<file path="src/rtl/ex_hazard_ctrl_pkg.sv">
// Shared types for the LEGv8 EX-centred hazard sequencer.
package hazard_pkg;
  typedef enum logic [1:0] {
    RUN    = 2'd0,
    FLUSH  = 2'd1,
    FREEZE = 2'd2
  } hz_state_t;

  localparam logic [4:0] XZR = 5'd31;
endpackage

</file>
<file path="src/rtl/ex_hazard_ctrl_if.sv">
// Pipeline hazard-control bundle: stage operand/event inputs, stall/flush outputs.
interface ex_hazard_ctrl_if #(
  parameter int REG_W = 5,
  parameter int CNT_W = 32
);
  logic             memRead_E;
  logic [REG_W-1:0] rd_E;
  logic [REG_W-1:0] rn_D;
  logic [REG_W-1:0] rm_D;
  logic             useRm_D;
  logic             PCSrc_M;
  logic             memBusy;
  logic             stall_F, stall_D, stall_E, stall_M;
  logic             flush_D, flush_E, flush_M;
  logic [1:0]       state_o;
  logic [CNT_W-1:0] stallCnt;
  logic [CNT_W-1:0] flushCnt;

  modport master (
    output memRead_E, rd_E, rn_D, rm_D, useRm_D, PCSrc_M, memBusy,
    input  stall_F, stall_D, stall_E, stall_M, flush_D, flush_E, flush_M,
           state_o, stallCnt, flushCnt
  );

  modport slave (
    input  memRead_E, rd_E, rn_D, rm_D, useRm_D, PCSrc_M, memBusy,
    output stall_F, stall_D, stall_E, stall_M, flush_D, flush_E, flush_M,
           state_o, stallCnt, flushCnt
  );
endinterface

</file>
<file path="src/rtl/ex_hazard_ctrl_detect.sv">
// Load-use comparator between the EX load and the ID source registers; XZR never hazards.
module hazard_detect
  import hazard_pkg::*;
#(
  parameter int REG_W = 5
) (
  input  logic             memRead_E,
  input  logic [REG_W-1:0] rd_E,
  input  logic [REG_W-1:0] rn_D,
  input  logic [REG_W-1:0] rm_D,
  input  logic             useRm_D,
  output logic             lu
);
  assign lu = memRead_E && (rd_E != REG_W'(XZR)) &&
              ((rd_E == rn_D) || (useRm_D && (rd_E == rm_D)));
endmodule

</file>
<file path="src/rtl/ex_hazard_ctrl.sv">
// EX-centred pipeline sequencer: load-use bubble, taken-branch flush window, memory freeze.
// Define HAZARD_CNT_EN to build the stall/flush event counters.
module ex_hazard_ctrl
  import hazard_pkg::*;
#(
  parameter int REG_W     = 5,
  parameter int FLUSH_CYC = 1,
  parameter int CNT_W     = 32
) (
  input logic             clk,
  input logic             reset,
  ex_hazard_ctrl_if.slave hz
);
  localparam logic [3:0] FC = 4'(FLUSH_CYC);

  hz_state_t  state, sav_state, cur;
  logic [3:0] cnt;
  logic       lu, busy, br;
  logic       s_f, s_d, s_e, s_m, f_d, f_e, f_m;

  hazard_detect #(.REG_W(REG_W)) u_det (
    .memRead_E (hz.memRead_E),
    .rd_E      (hz.rd_E),
    .rn_D      (hz.rn_D),
    .rm_D      (hz.rm_D),
    .useRm_D   (hz.useRm_D),
    .lu        (lu)
  );

  assign busy = hz.memBusy;
  assign br   = hz.PCSrc_M;
  // While frozen the held state acts again on the first cycle memBusy is low.
  assign cur  = (state == FREEZE) ? sav_state : state;

  always_comb begin
    {s_f, s_d, s_e, s_m, f_d, f_e, f_m} = 7'b0;
    if (reset) begin
      if (busy)              {s_f, s_d, s_e, s_m} = 4'b1111;
      else if (br)           {f_d, f_e, f_m} = 3'b111;
      else if (cur == FLUSH) f_d = 1'b1;
      else if (lu)           {s_f, s_d, f_e} = 3'b111;
    end
  end

  always_ff @(posedge clk or negedge reset) begin
    if (!reset) begin
      state     <= RUN;
      sav_state <= RUN;
      cnt       <= 4'd0;
    end else if (busy) begin
      if (state != FREEZE) sav_state <= state;
      state <= FREEZE;
    end else if (br) begin
      state <= (FLUSH_CYC > 0) ? FLUSH : RUN;
      cnt   <= FC;
    end else if (cur == FLUSH) begin
      cnt   <= cnt - 4'd1;
      state <= (cnt == 4'd1) ? RUN : FLUSH;
    end else begin
      state <= RUN;
    end
  end

  assign hz.stall_F = s_f;
  assign hz.stall_D = s_d;
  assign hz.stall_E = s_e;
  assign hz.stall_M = s_m;
  assign hz.flush_D = f_d;
  assign hz.flush_E = f_e;
  assign hz.flush_M = f_m;
  assign hz.state_o = state;

`ifdef HAZARD_CNT_EN
  logic [CNT_W-1:0] stall_cnt_q, flush_cnt_q;

  // A load-use stall is the only case raising stall_D without stall_E.
  always_ff @(posedge clk or negedge reset) begin
    if (!reset) begin
      stall_cnt_q <= '0;
      flush_cnt_q <= '0;
    end else begin
      if (s_d && !s_e) stall_cnt_q <= stall_cnt_q + 1'b1;
      if (f_m)         flush_cnt_q <= flush_cnt_q + 1'b1;
    end
  end

  assign hz.stallCnt = stall_cnt_q;
  assign hz.flushCnt = flush_cnt_q;
`else
  assign hz.stallCnt = '0;
  assign hz.flushCnt = '0;
`endif
endmodule
</file>
<file path="src/flat_wrapper.sv">
// flat-port wrapper written by rule: the top's interface ports become plain ports
module ex_hazard_ctrl_flat import hazard_pkg::*;
#(
  parameter int REG_W     = 5,
  parameter int FLUSH_CYC = 1,
  parameter int CNT_W     = 32
)
  (clk, reset, hz_memRead_E, hz_rd_E, hz_rn_D, hz_rm_D, hz_useRm_D, hz_PCSrc_M, hz_memBusy, hz_stall_F, hz_stall_D, hz_stall_E, hz_stall_M, hz_flush_D, hz_flush_E, hz_flush_M, hz_state_o, hz_stallCnt, hz_flushCnt);
  ex_hazard_ctrl_if #(.REG_W(REG_W), .CNT_W(CNT_W)) hz_i ();
  input logic clk;
  input logic reset;
  input wire logic [$bits(hz_i.memRead_E)-1:0] hz_memRead_E;
  input wire logic [$bits(hz_i.rd_E)-1:0] hz_rd_E;
  input wire logic [$bits(hz_i.rn_D)-1:0] hz_rn_D;
  input wire logic [$bits(hz_i.rm_D)-1:0] hz_rm_D;
  input wire logic [$bits(hz_i.useRm_D)-1:0] hz_useRm_D;
  input wire logic [$bits(hz_i.PCSrc_M)-1:0] hz_PCSrc_M;
  input wire logic [$bits(hz_i.memBusy)-1:0] hz_memBusy;
  output wire logic [$bits(hz_i.stall_F)-1:0] hz_stall_F;
  output wire logic [$bits(hz_i.stall_D)-1:0] hz_stall_D;
  output wire logic [$bits(hz_i.stall_E)-1:0] hz_stall_E;
  output wire logic [$bits(hz_i.stall_M)-1:0] hz_stall_M;
  output wire logic [$bits(hz_i.flush_D)-1:0] hz_flush_D;
  output wire logic [$bits(hz_i.flush_E)-1:0] hz_flush_E;
  output wire logic [$bits(hz_i.flush_M)-1:0] hz_flush_M;
  output wire logic [$bits(hz_i.state_o)-1:0] hz_state_o;
  output wire logic [$bits(hz_i.stallCnt)-1:0] hz_stallCnt;
  output wire logic [$bits(hz_i.flushCnt)-1:0] hz_flushCnt;
  assign hz_i.memRead_E = hz_memRead_E;
  assign hz_i.rd_E = hz_rd_E;
  assign hz_i.rn_D = hz_rn_D;
  assign hz_i.rm_D = hz_rm_D;
  assign hz_i.useRm_D = hz_useRm_D;
  assign hz_i.PCSrc_M = hz_PCSrc_M;
  assign hz_i.memBusy = hz_memBusy;
  assign hz_stall_F = hz_i.stall_F;
  assign hz_stall_D = hz_i.stall_D;
  assign hz_stall_E = hz_i.stall_E;
  assign hz_stall_M = hz_i.stall_M;
  assign hz_flush_D = hz_i.flush_D;
  assign hz_flush_E = hz_i.flush_E;
  assign hz_flush_M = hz_i.flush_M;
  assign hz_state_o = hz_i.state_o;
  assign hz_stallCnt = hz_i.stallCnt;
  assign hz_flushCnt = hz_i.flushCnt;
  ex_hazard_ctrl #(.REG_W(REG_W), .FLUSH_CYC(FLUSH_CYC), .CNT_W(CNT_W)) u_core (.clk(clk), .reset(reset), .hz(hz_i));
endmodule
</file>
<file path="config.mk">
export PLATFORM = sky130hd
export DESIGN_NAME = ex_hazard_ctrl_flat
export DESIGN_NICKNAME = d
export VERILOG_FILES = /design/src/rtl/ex_hazard_ctrl_pkg.sv /design/src/rtl/ex_hazard_ctrl_if.sv /design/src/rtl/ex_hazard_ctrl_detect.sv /design/src/rtl/ex_hazard_ctrl.sv /design/src/flat_wrapper.sv
export SDC_FILE = /design/constraint.sdc
export NUM_CORES = 1
export LEC_CHECK = 0
export ABC_AREA = 1
export CAP_MARGIN = 20
export CELL_PAD_IN_SITES_DETAIL_PLACEMENT = 1
export CELL_PAD_IN_SITES_GLOBAL_PLACEMENT = 1
export CORE_UTILIZATION = 21
export DETAILED_ROUTE_END_ITERATION = 10
export GPL_ROUTABILITY_DRIVEN = 0
export PLACE_DENSITY = 0.79
export REMOVE_ABC_BUFFERS = 1
export SYNTH_ARGS = -nofsm -noshare
export SYNTH_HDL_FRONTEND = slang
export SYNTH_SLANG_ARGS = --single-unit
export TNS_END_PERCENT = 50
</file>
<file path="constraint.sdc">
create_clock -name clk -period 1.6 [get_ports clk]
set_clock_uncertainty 0.2 [all_clocks]
set_input_delay 0.24 -clock clk [delete_from_list [all_inputs] [get_ports clk]]
set_output_delay 0.24 -clock clk [all_outputs]
set_load 0.05 [all_outputs]
</file>
### Yosys cells after proc, flatten, opt, wreduce, memory -nomap -nowiden

Index checks and enable logic that the tools add are counted.

* bits in registers: 8
* bits of input ports: 21
* output and inout bits: 73
* logic and storage cells: 43

* add/sub/neg operators: 1
* equal/unequal tests: 7
* muxes and demuxes: 24
* bitwise operators: 1
* reductions and logical operators: 7

Operators with widths (count)
* 1-bit 2-to-1 mux: 18
* 5-bit equality test: 2
* 2-bit 2-to-1 mux: 4
* 4-bit 2-to-1 mux: 2
* 5-bit inequality test (second input constant): 1
* 4-bit by 1-bit equality test with 1-bit output (second input constant): 1
* 2-bit AND reduction: 2
* 4-bit by 1-bit subtractor with 4-bit output (second input constant): 1
* 1-bit logical AND: 3
* 2-bit by 1-bit equality test with 1-bit output (second input constant): 1
* 2-bit equality test (second input constant): 1
* 2-bit inequality test (second input constant): 1
* 2-bit nonzero test: 1
* 1-bit logical OR: 1
* 1-bit NOT: 1

### Logic depth before layout (Yosys ltp)

Gate-level depths: netlist of the first run.

* depth after elaboration: 9
* gate-level depth with buffers: 9
* gate-level depth less buffers: 8

### Hierarchy

From an unflattened synthesis of the first run, not the netlist that was laid out.

* cells, all modules: 177
* area total of the unflattened synthesis: 1183.6 um^2

By module, submodules not included
* ex_hazard_ctrl: times used 1, cells each 126, area an instance 974.7 um^2, sequential area each 200.2 um^2
* hazard_detect: times used 1, cells each 51, area an instance 209.0 um^2, sequential area each 0.0 um^2

### Least setup slack after synthesis of the first run

No wires, ideal clock.

* kind: reg-to-output
* start point: reg u_core.state[1], in the netlist u_core.hz.state_o[1]
* end point: out hz_stall_F
* data arrival time: 1779 ps
* required time: 1160 ps
* setup slack: -619 ps
* cell stages (with the launch flop): 8
* buffers on the path: 1
* path through: dfrtp_1 inv_1 nand2_1 nand3_1 nor2_1 nand3_1 nand2_1 buf_4

* longest elaborated chain between the ends: 7

Ends and longest elaborated chain
* from (decl): line ex_hazard_ctrl.sv:16 `hz_state_t state, sav_state, cur;`
* from (signal assigned): line ex_hazard_ctrl.sv:54 `state <= (FLUSH_CYC > 0) ? FLUSH : RUN;`
* from (signal assigned): line ex_hazard_ctrl.sv:58 `state <= (cnt == 4'd1) ? RUN : FLUSH;`
* 2-bit equality test: line ex_hazard_ctrl.sv:33 `assign cur = (state == FREEZE) ? sav_state : state;`
* 2-bit 2-to-1 mux *: line ex_hazard_ctrl.sv:33
* 2-bit by 1-bit equality test with 1-bit output *: line ex_hazard_ctrl.sv:40 `else if (cur == FLUSH) f_d = 1'b1;`
* 1-bit 2-to-1 mux * (4 in series)
* to (decl): line flat_wrapper.sv:19 `output wire logic [$bits(hz_i.stall_F)-1:0] hz_stall_F;`

Every way passes the cells marked *; elsewhere a longest branch is shown, timed or not.

### Final worst setup path of the first run

* start point: reg u_core.state[0], in the netlist u_core.hz.state_o[0]
* end point: out hz_flush_D

* longest elaborated chain between the ends: 7

Ends and longest elaborated chain
* 2-bit equality test: line ex_hazard_ctrl.sv:33
* 2-bit 2-to-1 mux *: line ex_hazard_ctrl.sv:33
* 2-bit by 1-bit equality test with 1-bit output *: line ex_hazard_ctrl.sv:40
* 1-bit 2-to-1 mux *: line ex_hazard_ctrl.sv:40
* 1-bit 2-to-1 mux *: line ex_hazard_ctrl.sv:39 `else if (br) {f_d, f_e, f_m} = 3'b111;`
* 1-bit 2-to-1 mux *: line ex_hazard_ctrl.sv:38 `if (busy) {s_f, s_d, s_e, s_m} = 4'b1111;`
* 1-bit 2-to-1 mux *: line ex_hazard_ctrl.sv:37 `if (reset) begin`
* to (decl): line flat_wrapper.sv:23 `output wire logic [$bits(hz_i.flush_D)-1:0] hz_flush_D;`

Marked as above.

==> results of run 1 <==
## Yosys cell counts
cell and n:
nand3_1 8, a31oi_1 1, o21ai_1 4, nor2_2 1, nor3_1 1, xnor2_1 1, nand2_2 1, nand3_2 1
inv_1 22, inv_2 1, buf_4 66, nand2_1 39, nor2_1 16, ha_1 2, nand3b_1 1, a21oi_1 1
o21ai_0 2, dfrtp_1 8, conb_1 1, xor2_1 1
## worst max-delay path, stage by stage (launching register included)
cell and delay, ns:
dfrtp_1 0.40, nor2_2 0.16, nand2_2 0.08, buf_4 0.14
nand3_2 0.07, nand2_2 0.06, inv_2 0.07, buf_12 0.13
## sequential cells by signal, summed over array words and instances (netlist names)
register           count
u_core.cnt             4
u_core.hz.state_o      2
u_core.sav_state       2
## repair_timing
| item | CTS | global route |
|---|---|---|
| resized for setup | 31 | 10 |
| setup endpoints to repair | 7 | 5 |
| gates cloned | 0 | 0 |
| hold buffers | 2 | 0 |
| setup buffers | 2 | 3 |
| hold endpoints to repair | 8 | 0 |
| pin swaps | 13 | 6 |
## through the flow
step | hold WS, ns | setup WS (ns) | total power (W) | instances
2_1_floorplan | -0.256 | -0.627 | 0.000897 | 175
3_3_place_gp | 0.287 | -0.477 | 0.00110 | 284
3_5_place_dp | 0.311 | -0.516 | 0.00113 | 284
4_1_cts | 0.303 | -0.230 | 0.00139 | 291
5_1_grt | 0.287 | -0.273 | 0.00150 | 294
6_report | 0.270 | -0.180 | 0.00140 | 294
## final timing paths
path	startpoint	endpoint	slack (ns)	depth (start not counted)
setup / recovery	u_core.hz.state_o[0]	hz_flush_D	-0.18	7
hold / removal	hz_PCSrc_M	u_core.hz.state_o[0]	0.27	4
setup reg to reg	u_core.hz.state_o[0]	u_core.cnt[0]	0.09	8
hold reg to reg	u_core.sav_state[1]	u_core.sav_state[1]	0.32	2
max in group asynchronous	reset	u_core.sav_state[1]	0.61	3
min in group asynchronous	reset	u_core.cnt[2]	0.45	3
## logic make-up (layout without fill, tap and decap cells)
kind of cell             after synthesis  after routing  share of synthesized area
AO/OA/AOI/OAI                          8              8                     0.0359
flip-flops                             8              8                      0.174
adder cells (fa/ha/maj)                2              2                     0.0217
AND/OR/NAND/NOR                       68             68                      0.245
other                                  1             64                    0.00326
XOR/XNOR                               2              2                     0.0152
buffers and inverters                 89             72                      0.505
## final cells by class
| class | instances | area (µm²) | share of cell area |
|---|---|---|---|
| well taps | 70 | 87.6 | 0.0559 |
| repair buffers | 46 | 495 | 0.316 |
| multi-input cells | 144 | 656 | 0.419 |
| flip-flops and latches | 8 | 200 | 0.128 |
| clock buffers | 3 | 41.3 | 0.0264 |
| inverters | 23 | 86.3 | 0.0551 |
## where the power goes
group	switching [W]	internal [W]
combinational	0.000588	0.000244
sequential	0.0000585	0.000264
clock	0.0000826	0.000163
total	0.000729	0.000671
## metal layers
layer	up-vias	wire (µm)
met4	0	31
li1	497	-
met2	50	1550
met5	-	0
met1	461	931
met3	4	229
==> flow_metrics.py, run 1 <==
metrics = {
    "sta": {
        "hold_viol_final": 0,
        "clock.fmax_ghz": 0.562,
        "fin_crit_ns": 1.78,
        "period_share": 1.11,
        "finalMaxSlewViolations": 0,
        "setup-violations-final": 4,
        "finalWorstSetupSlack_ns": -0.180,
        "fin_setup_tns_ns": -0.682,
        "rsz0062_at_grt": "true",
    },
    "cells_and_area": {
        "final_area_mm2": 0.00157,
        "fill_cells": 678,
        "num_antenna_cells": 0,
        "fin_util": 0.301,
        "final_cell_mix": "conb_1, nand2_1, dlygate4sd2_1",
        "drive_gt1_frac": 0.219,
        "layout_commonest_cell": "conb_1",
        "areaGrowthSynthToFinish_pct": 36.1,
        "final_nets": 249,
    },
    "cts": {
        "cts_tree": "yes",
        "h-tree-depth": 1,
        "root_buffer": "clkbuf_8",
        "cts.sink_count": 8,
        "clk_path_buf_depth": 2,
        "clk_latency_ns": 0.23,
        "cts_buffers": 3,
        "clkTransAtPathRegs_ns": 0.04,
    },
    "run": {
        "cap_violations": 0,
    },
    "min_path": {
        "hold_path_class": "primary input to register",
    },
    "die": {
        "core-area_mm2": 0.00520,
        "die_area_mm2": 0.00578,
        "die_h_um": 76.0,
        "pin_count": 94,
        "placementRows": 26,
        "chipWidth_um": 76.0,
        "start_util": 0.221,
    },
    "global_route": {
        "top_usage_layer": "met2",
        "grtUsageMet1": 0.0918,
        "grt_use_met2": 0.182,
        "antenna_found_initial": 0,
        "grt_max_degree": 8,
        "overflow": 0,
        "grtUsageMet3": 0.0347,
        "grt_pass1_vias": 970,
        "grt_use_total": 0.0947,
        "grt_pass1_wl_mm": 4.30,
    },
    "worst_setup_path": {
        "critPathMaxFanout": 3,
        "start_kind": "register",
        "endpoint_kind": "output pin",
        "required_ns": 1.16,
        "arrival_ns": 1.34,
        "crit_type": "register to output pin",
    },
    "power": {
        "p_leak_nw": 0.923,
        "ir_worst_vdd_mv": 0.280,
        "power.density_mw_per_mm2": 894,
    },
    "yosys": {
        "yosysWarnings": 0,
        "synth_cells": 178,
        "yosysTopAreaCellShare": 0.430,
        "syn_avg_cell_area_um2": 6.47,
        "yosysTopAreaCell": "buf_4",
        "yosysSeqAreaShare": 0.174,
        "syn_area_mm2": 0.00115,
        "synth.distinct_cells": 20,
        "synthTopCellsByArea": "buf_4, dfrtp_1, nand2_1",
        "synth_seq_cells": 8,
    },
    "routing": {
        "via_per_inst": 3.44,
        "postRouteAntennaNets": 0,
        "postRouteWirelength_mm": 2.75,
        "drt_iter0_markers": 8,
        "drtPass1Iterations": 4,
        "vias": 1012,
        "drc": 0,
        "wire_per_inst_um": 9.34,
    },
    "place": {
        "numPortBuffers": 29,
        "place_area_mm2": 0.00144,
        "dp_hpwl_mm": 2.30,
    },
    "run_status": {
        "violations": "setup timing",
        "status": "finished, violations left",
    },
}
No activity file was read; power rests on OpenSTA's default activity.
==> run 2, diff against run 1 <==
--- a/config.mk
+++ b/config.mk
@@ -10,6 +10,7 @@
 export CELL_PAD_IN_SITES_DETAIL_PLACEMENT = 1
 export CELL_PAD_IN_SITES_GLOBAL_PLACEMENT = 1
 export CORE_UTILIZATION = 21
+export CTS_BUF_LIST = sky130_fd_sc_hd__clkbuf_8
 export DETAILED_ROUTE_END_ITERATION = 10
 export GPL_ROUTABILITY_DRIVEN = 0
 export PLACE_DENSITY = 0.79
==> results of run 2 <==
Same layout as run 1: the final DEF is identical, and so are final timing and power.
==> run 3, diff against run 2 <==
--- a/config.mk
+++ b/config.mk
@@ -10,7 +10,7 @@
 export CELL_PAD_IN_SITES_DETAIL_PLACEMENT = 1
 export CELL_PAD_IN_SITES_GLOBAL_PLACEMENT = 1
 export CORE_UTILIZATION = 21
-export CTS_BUF_LIST = sky130_fd_sc_hd__clkbuf_8
+export CTS_BUF_LIST = sky130_fd_sc_hd__clkbuf_4 sky130_fd_sc_hd__clkbuf_8
 export DETAILED_ROUTE_END_ITERATION = 10
 export GPL_ROUTABILITY_DRIVEN = 0
 export PLACE_DENSITY = 0.79
==> results of run 3 <==
Same layout as run 1: the final DEF is identical, and so are final timing and power.
